File: src/rtl/traffic_pkg.sv
// Light encodings shared between the intersection controller and its front-end blocks.
package traffic_pkg;

   localparam int unsigned LightW = 3;

   typedef enum logic [LightW-1:0] {
      LightG = 3'b001,
      LightY = 3'b010,
      LightR = 3'b100
   } light_e;

   // Anything other than an exact green code counts as not served.
   function automatic logic is_green(input logic [LightW-1:0] light);
      return light == LightG;
   endfunction

endpackage

File: src/rtl/demand_channel.sv
// One detector channel: two-flop sync, tick-based debounce, pending-request latch and
// stuck-presence monitor.
module demand_channel
   import traffic_pkg::*;
#(
   parameter int unsigned DEB_MS  = 20,
   parameter int unsigned STUCK_S = 300
) (
   input  logic              clk,
   input  logic              rst,
   input  logic              det,
   input  logic              ms_tick,
   input  logic              sec_tick,
   input  logic [LightW-1:0] light,
   output logic              req,
   output logic              fault
);

   localparam int unsigned SW = $clog2(STUCK_S + 1);

   logic          sync1_q, sync2_q;
   logic          pres_q, pres_d;
   logic [7:0]    dcnt_q, dcnt_d;
   logic [SW-1:0] scnt_q, scnt_d;
   logic          req_q, req_d;
   logic          fault_q, fault_d;
   logic          served;

   always_comb begin
      served = is_green(light);

      pres_d = pres_q;
      dcnt_d = dcnt_q;
      if (sync2_q == pres_q) begin
         dcnt_d = '0;
      end else if (ms_tick) begin
         if (dcnt_q == 8'(DEB_MS - 1)) begin
            pres_d = ~pres_q;
            dcnt_d = '0;
         end else begin
            dcnt_d = dcnt_q + 8'd1;
         end
      end

      // Uses next-state presence so the count and fault drop on the same edge pres falls.
      scnt_d = scnt_q;
      if (!pres_d) begin
         scnt_d = '0;
      end else if (sec_tick && (scnt_q != SW'(STUCK_S))) begin
         scnt_d = scnt_q + SW'(1);
      end
      fault_d = (scnt_d == SW'(STUCK_S));

      req_d = req_q;
      if (served) begin
         req_d = 1'b0;
      end else if (pres_q || fault_q) begin
         req_d = 1'b1;
      end
   end

   always_ff @(posedge clk) begin
      if (!rst) begin
         sync1_q <= 1'b0;
         sync2_q <= 1'b0;
         pres_q  <= 1'b0;
         dcnt_q  <= '0;
         scnt_q  <= '0;
         req_q   <= 1'b0;
         fault_q <= 1'b0;
      end else begin
         sync1_q <= det;
         sync2_q <= sync1_q;
         pres_q  <= pres_d;
         dcnt_q  <= dcnt_d;
         scnt_q  <= scnt_d;
         req_q   <= req_d;
         fault_q <= fault_d;
      end
   end

   assign req   = req_q;
   assign fault = fault_q;

endmodule

File: src/rtl/traffic_demand_detector.sv
// Conditions the NS/EW loop detectors into pending demand for the intersection controller;
// owns the shared 1 ms / 1 s tick generator.
module traffic_demand_detector
   import traffic_pkg::*;
#(
   parameter int unsigned CLK_FREQ = 100_000_000,
   parameter int unsigned DEB_MS   = 20,
   parameter int unsigned STUCK_S  = 300
) (
   input  logic              clk,
   input  logic              rst,
   input  logic              ns_det,
   input  logic              ew_det,
   input  logic [LightW-1:0] NS_str,
   input  logic [LightW-1:0] EW_str,
   output logic              ns,
   output logic              ew,
   output logic              ns_fault,
   output logic              ew_fault
);

   localparam int unsigned MsDiv = CLK_FREQ / 1000;
   localparam int unsigned MsW   = (MsDiv > 1) ? $clog2(MsDiv) : 1;

   logic [MsW-1:0] ms_cnt_q, ms_cnt_d;
   logic [9:0]     sec_cnt_q, sec_cnt_d;
   logic           ms_tick, sec_tick;

   always_comb begin
      ms_tick   = (ms_cnt_q == MsW'(MsDiv - 1));
      sec_tick  = ms_tick && (sec_cnt_q == 10'd999);
      ms_cnt_d  = ms_tick ? '0 : ms_cnt_q + MsW'(1);
      sec_cnt_d = sec_cnt_q;
      if (ms_tick) begin
         sec_cnt_d = sec_tick ? 10'd0 : sec_cnt_q + 10'd1;
      end
   end

   always_ff @(posedge clk) begin
      if (!rst) begin
         ms_cnt_q  <= '0;
         sec_cnt_q <= '0;
      end else begin
         ms_cnt_q  <= ms_cnt_d;
         sec_cnt_q <= sec_cnt_d;
      end
   end

   demand_channel #(
      .DEB_MS  (DEB_MS),
      .STUCK_S (STUCK_S)
   ) u_ns (
      .clk      (clk),
      .rst      (rst),
      .det      (ns_det),
      .ms_tick  (ms_tick),
      .sec_tick (sec_tick),
      .light    (NS_str),
      .req      (ns),
      .fault    (ns_fault)
   );

   demand_channel #(
      .DEB_MS  (DEB_MS),
      .STUCK_S (STUCK_S)
   ) u_ew (
      .clk      (clk),
      .rst      (rst),
      .det      (ew_det),
      .ms_tick  (ms_tick),
      .sec_tick (sec_tick),
      .light    (EW_str),
      .req      (ew),
      .fault    (ew_fault)
   );

endmodule
File: config.mk
export PLATFORM = sky130hd
export DESIGN_NAME = traffic_demand_detector
export DESIGN_NICKNAME = d
export VERILOG_FILES = /design/src/rtl/traffic_pkg.sv /design/src/rtl/demand_channel.sv /design/src/rtl/traffic_demand_detector.sv
export SDC_FILE = /design/constraint.sdc
export NUM_CORES = 1
export LEC_CHECK = 0
export BUFFER_PORTS_ARGS = -buffer_cell sky130_fd_sc_hd__buf_4
export CORE_ASPECT_RATIO = 0.7
export CORE_MARGIN = 2
export CORE_UTILIZATION = 61
export CTS_CLUSTER_SIZE = 28
export DETAILED_ROUTE_END_ITERATION = 10
export GPL_TIMING_DRIVEN = 0
export PLACE_DENSITY = 0.76
export SLEW_MARGIN = 40
export SYNTH_ARGS = -nofsm -noshare
export SYNTH_HDL_FRONTEND = slang
export SYNTH_HIERARCHICAL = 1
export SYNTH_SLANG_ARGS = --single-unit
File: constraint.sdc
create_clock -name clk -period 4.7 [get_ports clk]
set_clock_uncertainty 0.2 [all_clocks]
set_input_delay 0.235 -clock clk [delete_from_list [all_inputs] [get_ports clk]]
set_output_delay 0.235 -clock clk [all_outputs]
set_load 0.01 [all_outputs]
Word level (Yosys, flattened, before mapping):

Cells that the tools add are included.

* logic and storage cells: 60
* input bits: 10
* register bits after elaboration: 71
* output and inout port bits: 4

* multiplexer cells: 13
* equal/unequal tests: 12
* add/sub/neg operators: 6
* reductions and logical operators: 10
* bitwise gates (word level): 3

Operators by type and width (count)
* 2-to-1 mux 9 bit: 4
* adder 9 x 1 -> 9 bit, second input constant: 2
* equality test 9 bit, second input constant: 2
* != test 9 bit, second input constant: 2
* adder 17 x 1 -> 17 bit, second input constant: 1
* equality test 17 bit, second input constant: 1
* adder 8 x 1 -> 8 bit, second input constant: 2
* equality test 8 x 5 -> 1 bit, second input constant: 2
* 2-to-1 mux 8 bit: 2
* adder 10 x 1 -> 10 bit, second input constant: 1
* equality test 10 bit, second input constant: 1
* 2-to-1 mux 10 bit: 1
* OR reduction 2 bit: 5
* equality test 3 x 1 -> 1 bit, second input constant: 2
* 2-to-1 mux 1 bit: 6
* logical AND 1 bit: 3
* inverter 1 bit: 3
* equality test 1 bit: 2
* logical OR 1 bit: 2

Depth between registers and ports, before layout:

* depth after elaboration: 6
* gate-level depth with buffers: 10
* mapped depth without buffers: 9

Modules after synthesis:

Netlist, hierarchy kept.

By module, submodules not included
* demand_channel: seq. area each 440.4 sq um, area an instance 1071.0 sq um, cells each 117, times used 2
* traffic_demand_detector: seq. area each 540.5 sq um, area an instance 1316.3 sq um, cells each 151, times used 1

Worst setup path before layout:

Ideal clock, no wire load.

* path kind: reg-to-reg
* start point: register ms_cnt_q[5]
* end point: register u_ew.fault_q (netlist: u_ew/fault)
* arrival time: 3318 ps
* buffers on the path: 1
* setup slack: 1086 ps
* data required time: 4404 ps
* clock period less this slack: 3614 ps
* stages on the path, launching flop included: 10
* setup time: 96 ps
* cells stage by stage: dfxtp_1 or4b_4 or4_4 nor3_1 and4_1 clkbuf_1 nand3_1 xnor2_1 nand4_1 nor4b_1

* cells in the longest elaborated chain, start to end: 6
* elaborated cells on any way between the ends: 8
* classes of those cells: 2 x eq/ne; 4 x mux; 2 x reduce/logical

Ends and longest elaborated chain
* start, declared: line traffic_demand_detector.sv:25 `logic [MsW-1:0] ms_cnt_q, ms_cnt_d;`
* start signal, assigned: line traffic_demand_detector.sv:44 `ms_cnt_q <= ms_cnt_d;`
* equality test 17 bit: line traffic_demand_detector.sv:30 `ms_tick = (ms_cnt_q == MsW'(MsDiv - 1));`
* logical AND 1 bit: line traffic_demand_detector.sv:31 `sec_tick = ms_tick && (sec_cnt_q == 10'd999);`
* net sec_tick: line traffic_demand_detector.sv:27 `logic ms_tick, sec_tick;`
* logical AND 1 bit: line demand_channel.sv:49 `end else if (sec_tick && (scnt_q != SW'(STUCK_S))) begin`
* 2-to-1 mux 9 bit: line demand_channel.sv:49
* 2-to-1 mux 9 bit: line demand_channel.sv:47 `if (!pres_d) begin`
* equality test 9 bit: line demand_channel.sv:52 `fault_d = (scnt_d == SW'(STUCK_S));`
* end signal, assigned: line demand_channel.sv:78 `fault_q <= fault_d;`
* end, declared: line demand_channel.sv:26 `logic fault_q, fault_d;`

The timed path passes the listed nets, and every way through them passes these cells.
A chain may end at the register's enable or synchronous reset.

Worst setup path in the final report:

* start point: register ms_cnt_q[5]
* end point: register u_ns.fault_q (netlist: u_ns/fault)

* cells in the longest elaborated chain, start to end: 6
* elaborated cells on any way between the ends: 8
* classes of those cells: 2 x eq/ne; 4 x mux; 2 x reduce/logical

Ends and longest elaborated chain (line)
* equality test 17 bit: traffic_demand_detector.sv:30
* logical AND 1 bit: traffic_demand_detector.sv:31
* net sec_tick: traffic_demand_detector.sv:27
* logical AND 1 bit: demand_channel.sv:49
* 2-to-1 mux 9 bit: demand_channel.sv:49
* 2-to-1 mux 9 bit: demand_channel.sv:47
* equality test 9 bit: demand_channel.sv:52
* end signal, assigned: demand_channel.sv:78
* end, declared: demand_channel.sv:26

The timed path passes the listed nets, and every way through them passes these cells.

==> metrics list <==
- Critical path cell sequence: or4b_4 > or4_4 > nor3_4 > and4_1 > clkbuf_1 > nand3_1 > xnor2_1 > nand4_1 > nor4b_1
* Final setup violation count: 0
- The analysis attributes to net switching a power of approximately 230 uW.
- The path class of the tightest hold or removal check is in2reg.
- RSZ-0062 raised after global routing: no
- Aggregate routed wire length: 7070 um
- The number of antenna violations at the first check in global routing is 0.
- The total count of max-transition violations in the final report was 0.
- Gp weighted congestion: 0.916
* Count of cells along the worst register-to-register path: 9
* Count of flip-flops with a built-in enable after synthesis: 0
- The filler cells instantiated in the layout total approximately 410.
* Cell type with the highest aggregate area in the netlist: sky130_fd_sc_hd__dfxtp_1
- The final count of hold timing violations is 0.
- The floorplan step defined a die boundary enclosing about 6300 um2.
- Internal power: ~890 uW
* Max capacitance violation total: 0
- Critical Path AT: approximately 3.8 ns
- At the pin with the least slew margin, the transition time is ~0.67 ns.
- Dividing the detail-routed wire length by the instance count gives roughly 14 um.
- Footprint of the flip-flops and latches: 1420 um2
* Port bufs: 13
* Placeable core region: 5340 um2
- Fmax: around 0.27 GHz
* Slew Limit Headroom: 0.543
- Along the worst path, the maximum fanout reaches 10.
* CP max stage delay: 0.59 ns
- Mean post-synth cell area: about 9.0 um2
* Number of instances resized during post-cts repair: 0
- First-pass DRT Iterations: 4
- Io pins: 14
- Of the post-synthesis cell area, the dominant cell type holds 0.411.
* DRC violation count after routing: 0
* Vias: approximately 2800
- Of the total power, the share spent switching nets is 0.204.
* Combinational fraction of design power: 0.021
* Critical R2R Launch: ms_cnt_q[5]
- Dividing total power by cell area gives a power density of between 200 and 300 nW/um2.
- Summed over all cells, the static leakage comes to approximately 0.0014 uW.
- Detailed placement ended at an HPWL of roughly 5000 um.
* Most frequently used flop master after synthesis: sky130_fd_sc_hd__dfxtp_1
- Most frequent cells after synthesis: sky130_fd_sc_hd__dfxtp_1, sky130_fd_sc_hd__nor2_1, sky130_fd_sc_hd__xnor2_1
- By area the synthesized netlist is led by sky130_fd_sc_hd__dfxtp_1, sky130_fd_sc_hd__nor2_1, sky130_fd_sc_hd__xnor2_1.
* CP Data Required Time: ~4.7 ns
* Type of element capturing the critical path: flip-flop
- The critical path in this run is classified as reg2reg.
- The number of buffers and inverters on the critical path is 1.
- Kind of start point of the critical path: flip-flop
- Overall routing resource usage: 0.249
* Combined area of the multi-input logic cells: roughly 1900 um2
* Share of synthesized flip-flops with an asynchronous set or reset: 0
* Top-count cell post-synth: sky130_fd_sc_hd__dfxtp_1
- Chip Height: around 67 um
- Sequential area share after synthesis: 0.411
- TritonCTS Buffers: 9
- Clock latency on the worst-skew pair, taken at its later pin, is about 0.34 ns.
- Number of sinks on the clock net: 71
- Summed negative setup slack over all endpoints: 0 ns
- The first routing iteration left 164 violations.
- The first global-routing pass estimated between 10000 and 15000 um of wire.
* Via count normalized by instance count: between 5 and 6
- TritonCTS built the clock tree.
- From synthesis to final layout, the design area changed by 12.6%.
* Clock-pin slew on the worst setup and hold paths: around 0.070 ns
- The die is 94.0 um wide.
- Synthesis produced a netlist with a net count of a little over 400.
- Worst voltage drop across the vdd grid: approximately 0.22 mV
- Combined area of all synthesized cells: roughly 3500 um2
- Counting flops and latches in the post-synthesis netlist gives 71.
- Clock period minus final worst setup slack: approximately 3.8 ns
- Sequential cell fraction of total power: 0.546
- The net count of the finished layout is between 400 and 500.
* Pin count of the biggest net entering global routing: 26
* Row count: 22
- Grouping stages by cell kind, the critical path spends the most delay in simple AND/OR/NAND/NOR gates.
- The share of total power dissipated in the clock network is 0.433.
- The worst register-to-register path has a setup slack of 0.95 ns.
- Number of distinct library cell variants in the gate-level netlist after synthesis: between 40 and 50
* Endpoint with the worst hold slack: u_ew/req
* Warning count from the yosys run: 6
- Hold wc startpoint: EW_str[2]
* Period utilization: 0.799
- After routing the design area is 3890 um2.
- No sink is reached through more buffers than the 2 on the longest clock path.
- Slowest library cell on the worst path: sky130_fd_sc_hd__or4_4
- The initial utilization of the core area, before any placement, comes to 0.648.
- Clock tree root driver cell: sky130_fd_sc_hd__clkbuf_8
* Residual antenna-violating net count after detailed routing: 0
- Number of cells on the worst hold path: 4
- The run finished with clean final reports.
- Gate Count Post-Synth: 385
- Worst reg2reg path endpoint: u_ns/fault
- The total overflow left after global routing is 0.
- Number of global-route vias before repair: around 2600
- Instance area at placement: between 3000 and 4000 um2
- Post-CTS timing repair inserted 0 buffers for setup.
- In the final layout, the share of cells above drive strength 1 is 0.120.
- The H-tree generated during clock tree synthesis spans 3 levels.
- Diodes inserted: 0
per-stage QoR:
stage	power [uW]	utilization	setup slack [ns]	hold WS, ns	cells
after floorplan	630	-	1.09	0.151	385
after global placement	643	0.683	0.419	0.220	470
after detailed placement	643	0.684	0.818	0.228	470
after CTS	1130	0.728	0.733	0.00296	489
after global routing	1150	0.729	0.685	0.0353	489
final	1110	0.729	0.946	0.0220	489
worst max path at each step:
| stage | from | endpoint | slack, ns | depth (start not counted) |
|---|---|---|---|---|
| after detailed placement | ms_cnt_q[5] | u_ns/fault | 0.82 | 9 |
| final | ms_cnt_q[5] | u_ns/fault | 0.95 | 9 |
| after CTS | ms_cnt_q[5] | u_ns/fault | 0.73 | 9 |
| after global placement | ms_cnt_q[5] | u_ns/fault | 0.42 | 9 |
| after global routing | ms_cnt_q[5] | u_ns/fault | 0.69 | 9 |
| after floorplan | ms_cnt_q[5] | u_ew/fault | 1.09 | 9 |
tightest hold or removal path: cells and delay by family:
family,cells,cell delay [ns]
buffers and inverters,1,0.08
AOI/OAI and AO/OA,1,0.14
and+or+nand+nor,2,0.08
kinds of logic (layout without fill, tap and decap cells):
group	Yosys count	in the layout	synth area share
muxes	11	11	0.0355
and+or+nand+nor	184	184	0.296
adders and majority gates	8	8	0.0289
buffers and inverters	28	60	0.0326
AOI/OAI and AO/OA	41	41	0.0894
DFF	71	71	0.411
xor gates and xnor gates	42	42	0.106
layout by cell type, fill, tap and decap left out, drive strengths merged, types with 2 or more instances in the layout:
cell type     n
a31oi         2
a2111oi       2
and3          9
or3          11
nand4b        2
inv          16
a41o          2
or4           6
o311a         2
mux2i         7
ha            8
and4          6
nand3        16
a22oi         2
a21oi         8
buf          14
nand4        17
nand2        24
nor4          6
dfxtp        71
nor4b         2
xnor2        24
a21boi        2
mux2          4
or2           4
dlygate4sd3   4
nor2         56
xor2         18
nor3         10
and2          6
o21ai        11
or4b          6
o2111ai       2
o31ai         4
clkbuf       23
o211ai        2
o21a          2
flip-flops by register name, indices dropped and copies added, names as in the netlist:
register,flops
ms_cnt_q,17
u_ns/sync1_q,1
u_ew/pres_q,1
sec_cnt_q,10
u_ew/dcnt_q,8
u_ns/pres_q,1
u_ns/sync2_q,1
u_ns/scnt_q,9
u_ew/sync2_q,1
u_ew/fault,1
u_ns/dcnt_q,8
u_ns/fault,1
u_ew/scnt_q,9
u_ns/req,1
u_ew/sync1_q,1
u_ew/req,1
layout make-up:
| type | count | area share |
|---|---|---|
| Multi-Input combinational cell | 286 | 0.497 |
| Sequential cell | 71 | 0.365 |
| Tap cell | 72 | 0.0231 |
| Timing Repair Buffer | 17 | 0.0353 |
| Clock buffer | 12 | 0.0398 |
| Inverter | 16 | 0.0154 |
| Clock inverter | 3 | 0.0109 |
| Buffer | 12 | 0.0135 |
per-layer routing:
layer,vias up,global-route usage,part of all wire
met5,-,0,0
met4,0,0.0779,0.011
met3,9,0.0611,0.032
met2,38,0.374,0.44
met1,1318,0.352,0.52
li1,1433,-,-
repair_timing:
action	4_1_cts	5_1_grt
hold buffers	4	0
hold endpoints to repair	4	0
endpoints found under the setup margin	0	0
power by group through the flow:
stage	logic [uW]	registers (uW)	clock network, uW
5_1_grt	26.6	608	520
2_1_floorplan	9.38	621	0
3_5_place_dp	21.3	622	0
3_3_place_gp	20.7	622	0
4_1_cts	24.0	608	498
6_report	23.8	608	482
(Power assumes the default switching activity.)
